[config.mk]
export PLATFORM = sky130hd
export DESIGN_NAME = burst_tx
export DESIGN_NICKNAME = d
export VERILOG_FILES = /design/src/rtl/burst_tx.sv
export SDC_FILE = /design/constraint.sdc
export NUM_CORES = 1
export LEC_CHECK = 0
export ABC_AREA = 1
export CAP_MARGIN = 20
export CELL_PAD_IN_SITES_DETAIL_PLACEMENT = 1
export CELL_PAD_IN_SITES_GLOBAL_PLACEMENT = 2
export CORE_UTILIZATION = 30
export DETAILED_ROUTE_END_ITERATION = 7
export GPL_TIMING_DRIVEN = 0
export PLACE_DENSITY = 0.84
export SLEW_MARGIN = 20
export SYNTH_ARGS = -nofsm -noshare
export SYNTH_HDL_FRONTEND = slang
export SYNTH_SLANG_ARGS = --single-unit
[constraint.sdc]
create_clock -name WCLK -period 5 [get_ports WCLK]
set_clock_uncertainty 0.1 [all_clocks]
set_input_delay 1.5 -clock WCLK [delete_from_list [all_inputs] [get_ports WCLK]]
set_output_delay 1.5 -clock WCLK [all_outputs]
set_load 0.03 [all_outputs]
[src/rtl/burst_tx.sv]
// Write-domain burst source: emits LEN words SEED, SEED+1, ... into a FIFO write port,
// holding each word while WFULL is high, and reports count, XOR checksum and a done pulse.
module burst_tx #(
    parameter int DATA_WIDTH = 8,
    parameter int CNT_W      = 8
) (
    input  logic                  WCLK,
    input  logic                  W_RST,
    input  logic                  START,
    input  logic [CNT_W-1:0]      LEN,
    input  logic [DATA_WIDTH-1:0] SEED,
    input  logic                  WFULL,
    output logic                  W_INC,
    output logic [DATA_WIDTH-1:0] WDATA,
    output logic                  BUSY,
    output logic                  DONE,
    output logic [CNT_W-1:0]      SENT_CNT,
    output logic [DATA_WIDTH-1:0] CHECKSUM
);

    typedef enum logic [1:0] {
        S_IDLE,
        S_SEND,
        S_DONE
    } state_t;

    state_t                state_q;
    logic                  w_inc_q;
    logic                  busy_q;
    logic                  done_q;
    logic [CNT_W-1:0]      len_q;
    logic [CNT_W-1:0]      sent_cnt_q;
    logic [DATA_WIDTH-1:0] seed_q;
    logic [DATA_WIDTH-1:0] wdata_q;
    logic [DATA_WIDTH-1:0] checksum_q;

    logic [CNT_W-1:0]      sent_cnt_d;
    logic [DATA_WIDTH-1:0] wdata_d;
    logic                  xfer;

    // A word moves exactly when the FIFO would count it: W_INC high and not full.
    assign xfer       = w_inc_q && !WFULL;
    assign sent_cnt_d = sent_cnt_q + CNT_W'(1);
    assign wdata_d    = seed_q + DATA_WIDTH'(sent_cnt_d);

    // NOTE: state registers use non-blocking assignments so every flop samples pre-edge values.
    always_ff @(posedge WCLK or negedge W_RST) begin
        if (!W_RST) begin
            state_q    <= S_IDLE;
            w_inc_q    <= 1'b0;
            busy_q     <= 1'b0;
            done_q     <= 1'b0;
            len_q      <= '0;
            sent_cnt_q <= '0;
            seed_q     <= '0;
            wdata_q    <= '0;
            checksum_q <= '0;
        end else begin
            case (state_q)
                S_IDLE: begin
                    if (START) begin
                        len_q      <= LEN;
                        seed_q     <= SEED;
                        sent_cnt_q <= '0;
                        checksum_q <= '0;
                        busy_q     <= 1'b1;
                        if (LEN != '0) begin
                            state_q <= S_SEND;
                            w_inc_q <= 1'b1;
                            wdata_q <= SEED;
                        end else begin
                            state_q <= S_DONE;
                            done_q  <= 1'b1;
                        end
                    end
                end
                S_SEND: begin
                    if (xfer) begin
                        sent_cnt_q <= sent_cnt_d;
                        checksum_q <= checksum_q ^ wdata_q;
                        wdata_q    <= wdata_d;
                        if (sent_cnt_d == len_q) begin
                            state_q <= S_DONE;
                            w_inc_q <= 1'b0;
                            done_q  <= 1'b1;
                        end
                    end
                end
                S_DONE: begin
                    state_q <= S_IDLE;
                    done_q  <= 1'b0;
                    busy_q  <= 1'b0;
                end
                default: begin
                    state_q <= S_IDLE;
                    w_inc_q <= 1'b0;
                    done_q  <= 1'b0;
                    busy_q  <= 1'b0;
                end
            endcase
        end
    end

    assign W_INC    = w_inc_q;
    assign WDATA    = wdata_q;
    assign BUSY     = busy_q;
    assign DONE     = done_q;
    assign SENT_CNT = sent_cnt_q;
    assign CHECKSUM = checksum_q;

endmodule
== Yosys cells after proc, flatten, opt, wreduce, memory -nomap -nowiden ==
Index checks and enable logic that the tools add are counted.
Word-level totals
  register bits: 45
  logic and storage cells: 60
  input bits: 20
  output and inout bits: 27
Operators by class
  eq/ne operators: 8
  mux-type cells: 26
  add/subtract/negate cells: 2
  reductions and logical operators: 12
  bitwise logic cells: 3
Operator list (count)
  $mux 8: 6
  $pmux 8 s2: 3
  $ne 2x2->1 const B: 5
  $mux 1: 9
  $add 8x1->8 const B: 1
  $add 8x8->8: 1
  $eq 8x8->1: 1
  $mux 2: 4
  $reduce_and 4->1: 2
  $reduce_bool 8->1: 1
  $xor 8x8->8: 1
  $reduce_and 3->1: 2
  $reduce_and 5->1: 1
  $pmux 1 s2: 2
  $pmux 2 s2: 1
  $reduce_and 2->1: 2
  $pmux 1 s3: 1
  $eq 2x1->1 const B: 1
  $eq 2x2->1 const B: 1
  $logic_not 2->1: 1
  $not 1->1: 2
  $reduce_bool 2->1: 1
  $logic_and 1x1->1: 1
  $logic_not 1->1: 1

== Depth between registers and ports, before layout ==
Gate-level depths: netlist of run 1.
  depth in word-level cells: 5
  gate-level depth with buffers: 15
  depth with buffers taken out: 15

== Worst setup path after synthesis of run 1 ==
Ideal clock, no wire load.
  path type: input to register
  start point: input port WFULL
  end point: register wdata_q[3], in the netlist WDATA[3]
  setup time: 119 ps
  slack: 2427 ps
  path buffers: 0
  stages on the path: 7
  data required time: 4781 ps
  arrival: 2354 ps
  cell sequence: nor2_1 -> nand2_2 -> nand2_2 -> o21ai_4 -> inv_4 -> o221ai_1 -> o21a_1
On the way
  cells in the longest elaborated chain, start to end: 4
Ends and longest elaborated chain
  start: declaration: line 12  | input logic WFULL,
  $logic_not 1->1: line 42  | assign xfer = w_inc_q && !WFULL;
  $logic_and 1x1->1: line 42
  $ne 2x2->1 (no source line)
  $reduce_and 4->1 (no source line)
  end signal: assignment: line 81  | wdata_q <= wdata_d;
  end: declaration: line 34  | logic [DATA_WIDTH-1:0] wdata_q;
No other way between the ends.
A chain may end at the register's enable or synchronous reset.

== Worst setup path in the final report of run 1 ==
  start point: register sent_cnt_q[0], in the netlist SENT_CNT[0]
  end point: output port SENT_CNT[0]
RTL lines
  start: declaration: line 32  | logic [CNT_W-1:0] sent_cnt_q;
  start signal: assignment: line 79  | sent_cnt_q <= sent_cnt_d;
  end: declaration: line 17  | output logic [CNT_W-1:0] SENT_CNT,
No word-level cell between the ends.

==> results of run 1 <==
power by group:
part / internal [mW] / switching, mW / total, mW / leakage (nW)
clock: 0.112 / 0.133 / 0.245 / 0.0512
combinational: 0.0150 / 0.0130 / 0.0280 / 0.971
sequential: 0.364 / 0 / 0.364 / 0.587
total: 0.491 / 0.146 / 0.637 / 1.61
state kept, by name (all words and copies together), names as in the netlist:
signal	cells
BUSY	1
CHECKSUM	8
DONE	1
SENT_CNT	8
WDATA	8
W_INC	1
len_q	8
seed_q	8
state_q	2
path summary, 6_finish.rpt:
kind / end / slack (ns) / depth (start not counted)
max in group asynchronous: SENT_CNT[0]$_DFFE_PN0P_ / 3.21 / 2
setup reg to reg: WDATA[5]$_DFFE_PN0P_ / 2.44 / 13
min in group asynchronous: CHECKSUM[2]$_DFFE_PN0P_ / 1.06 / 1
setup / recovery: SENT_CNT[0] / 1.86 / 1
hold reg to reg: DONE$_DFFE_PN0P_ / 0.39 / 2
hold / removal: DONE$_DFFE_PN0P_ / 0.39 / 2
area by class of cell:
| type | instances | share of cell area, % |
|---|---|---|
| Inverter | 45 | 5.20 |
| Clock inverter | 2 | 0.414 |
| Buffer | 6 | 0.941 |
| Multi-Input combinational cell | 230 | 38.8 |
| Tap cell | 105 | 3.95 |
| Sequential cell | 45 | 33.9 |
| Timing Repair Buffer | 47 | 14.3 |
| Clock buffer | 6 | 2.48 |
logic make-up (layout without fill, tap and decap cells):
logic type               count (synthesis)  in the layout
buffers and inverters                   51            106
AND/OR/NAND/NOR                        154            154
AO/OA/AOI/OAI                           55             55
adder cells (fa/ha/maj)                 10             10
flip-flops                              45             45
XOR/XNOR                                11             11
stage by stage:
stage          hold WS (ns)  setup slack [ns]  std cells
5_1_grt               0.418              1.72        486
2_1_floorplan         0.353              2.43        326
3_5_place_dp          0.374              1.54        478
3_3_place_gp          0.366             0.939        477
6_report              0.395              1.86        486
4_1_cts               0.401              1.83        486
layout by cell type, fill, tap and decap left out, drive strengths merged:
master          n
nand3b          2
xnor2          11
ha              9
o21a            2
o31ai           9
nand2          98
o21bai          1
inv            44
clkinv          3
o21ai          25
buf             4
nor2           21
fa              1
o221ai          2
a21oi          10
o22ai           4
clkbuf         10
clkdlybuf4s50  45
nand3          25
dfrtp          45
nand4           5
or2             3
a31oi           2
per-layer routing:
layer	global-route usage, %	up-vias	part of all wire (%)	routed length, µm
met5	0	-	0	0
met2	28.2	31	47	3300
met3	1.99	10	2.4	168
met1	24.2	1112	49	3430
met4	4.48	0	1.4	95
li1	-	1163	-	-
==> impl_metrics.csv, run 1 <==
group,metric,value,unit
run_status,outcome,"completed",
sta,rsz0062_at_grt,"no",
pwr,ir_drop,82.6,µV
synthesis,yosysTopAreaCell,"dfrtp_1",
clock_network,cts_setup_buffers,0,
synthesis,synth_seq_cells,45,
grt,grt_pass1_wl,12100,µm
sta,setup_violations,0,
sta,period_share,62.9,%
clock_network,cts_tree,"built",
floorplanning,start_util,31.4,%
grt,grt_pass1_vias,2447,
synthesis,synth_top_family_by_area,"simple AND/OR/NAND/NOR gates",
clock_network,numCtsBuffers,5,
clock_network,clockBufferDepth,2,
synthesis,synth_cell_types,34,
synthesis,synth_nets,356,
critical_path,slowest_stage,"clkdlybuf4s50_1",
synthesis,synth_xor_area_share,3.68,%
sta,hold_viol,0,
synthesis,synth-compound-area-share,12.8,%
critical_path,setup.worst_path.end_class,"primary output",
cells_and_area,drive_above_1_share,10.8,%
floorplanning,coreArea,0.00834,mm²
synthesis,synthCells,326,
cells_and_area,diodes,0,
synthesis,async_flop_share,100,%
place,hpwl,5440,µm
synthesis,synth_simple_gate_area_share,27.7,%
sta,fin_crit,3.14,ns
critical_path,setup.worst_path.class,"reg -> out",
clock_network,clk_pin_slew_worst_paths,0.08,ns
floorplanning,die-height,95.5,µm
drt,dr.pass1.iters,4,
synthesis,synth_top_area_share,43.0,%
cells_and_area,fillers,1022,
synthesis,ys.flop_type,"dfrtp_1",
critical_path,path_delay_family,"buffers and inverters",
clock_network,h-tree-depth,2,
critical_path,critPathArrivalTime,1.54,ns
synthesis,syn_area,0.00262,mm²
synthesis,yosys_warnings,0,
run,drv_cap,0,
cells_and_area,stdcell_area,0.00332,mm²
drt,antenna_left,0,
synthesis,yosysMostFrequentCell,"nand2_1",
critical_path,crit_buf_inv,1,
sta,setup_tns,0,ns
clock_network,cts-root-buf,"clkbuf_8",
place,gp_congestion,0.818,
synthesis,yosysSeqAreaShare,43.0,%
cells_and_area,seq_area,0.00113,mm²
synthesis,synthTopCellsByArea,"dfrtp_1 43%, nand2_1 13%, inv_1 5.6%",
floorplanning,row_count,33,
drt,vias,2316,
critical_path,crit_required,3.40,ns
clock_network,hold_buffers,0,
pwr,p_per_area,192,mW/mm²
floorplanning,die_area,0.00911,mm²
floorplanning,ios,47,
critical_path,reg2reg_from,"SENT_CNT[0]$_DFFE_PN0P_",
cells_and_area,num-nets-final,410,
cells_and_area,multi_input_area,0.00129,mm²
pwr,p_leak,1.61,nW
clock_network,clkLatencyLatePin,0.31,ns
clock_network,cts_num_sinks,45,
drt,routed_wl,7000,µm
cells_and_area,final_util,39.8,%
grt,antenna_found_initial,0,
drt,drtIter0Drc,67,
critical_path,max_stage_delay,0.74,ns
synthesis,synth-edff-count,0,
critical_path,startpoint_type,"flip-flop",
critical_path,cp_cell_sequence,"clkdlybuf4s50_1",
grt,overflow,0,
synthesis,syn_area_per_cell,8.04,µm²
drt,routedWlPerCell,14.4,µm
sta,final_max_slew_viol_count,0,
pwr,power,0.637,mW
synthesis,synth_commonest_cells,"91 x nand2_1, 45 x dfrtp_1, 39 x inv_1",
cells_and_area,area_growth,26.8,%
drt,viasPerCell,4.77,
floorplanning,die_w,95.5,µm
hold_path,worstHoldStart,"DONE$_DFFE_PN0P_",
sta,tightest_slew,0.587,ns
place,place_area,0.00323,mm²
sta,fmax,318,MHz
drt,drc,0,
grt,grt_usage,17.2,%
sta,slew_headroom,60.9,%
clock_network,postCtsResizedCells,0,
critical_path,critPathLaunch,"SENT_CNT[0]$_DFFE_PN0P_",
synthesis,muxShareOfSynthArea,0,%
critical_path,critical_path.max_fanout,9,
hold_path,hold_path_class,"reg -> reg",
place,io_buffer_count,46,
synthesis,synth_fa_ha_area_share,5.06,%
grt,grt_max_degree,26,
No activity file was read; power rests on OpenSTA's default activity.
==> run 2: changes to the inputs <==
==> constraint.sdc (replaced) <==
create_clock -name WCLK -period 3.2 [get_ports WCLK]
set_clock_uncertainty 0.1 [all_clocks]
set_input_delay 0.96 -clock WCLK [delete_from_list [all_inputs] [get_ports WCLK]]
set_output_delay 0.96 -clock WCLK [all_outputs]
set_load 0.03 [all_outputs]
==> results of run 2 <==
Same layout as run 1 (identical final DEF). Status: completed.
Main changes from that run: setup slack after placement 1.54 ns -> 0.279 ns; setup slack after layout 1.86 ns -> 0.597 ns; register-to-register setup slack 2.44 ns -> 0.64 ns; total power 0.637 mW -> 0.995 mW; worst IR drop on VDD 82.6 µV -> 129 µV
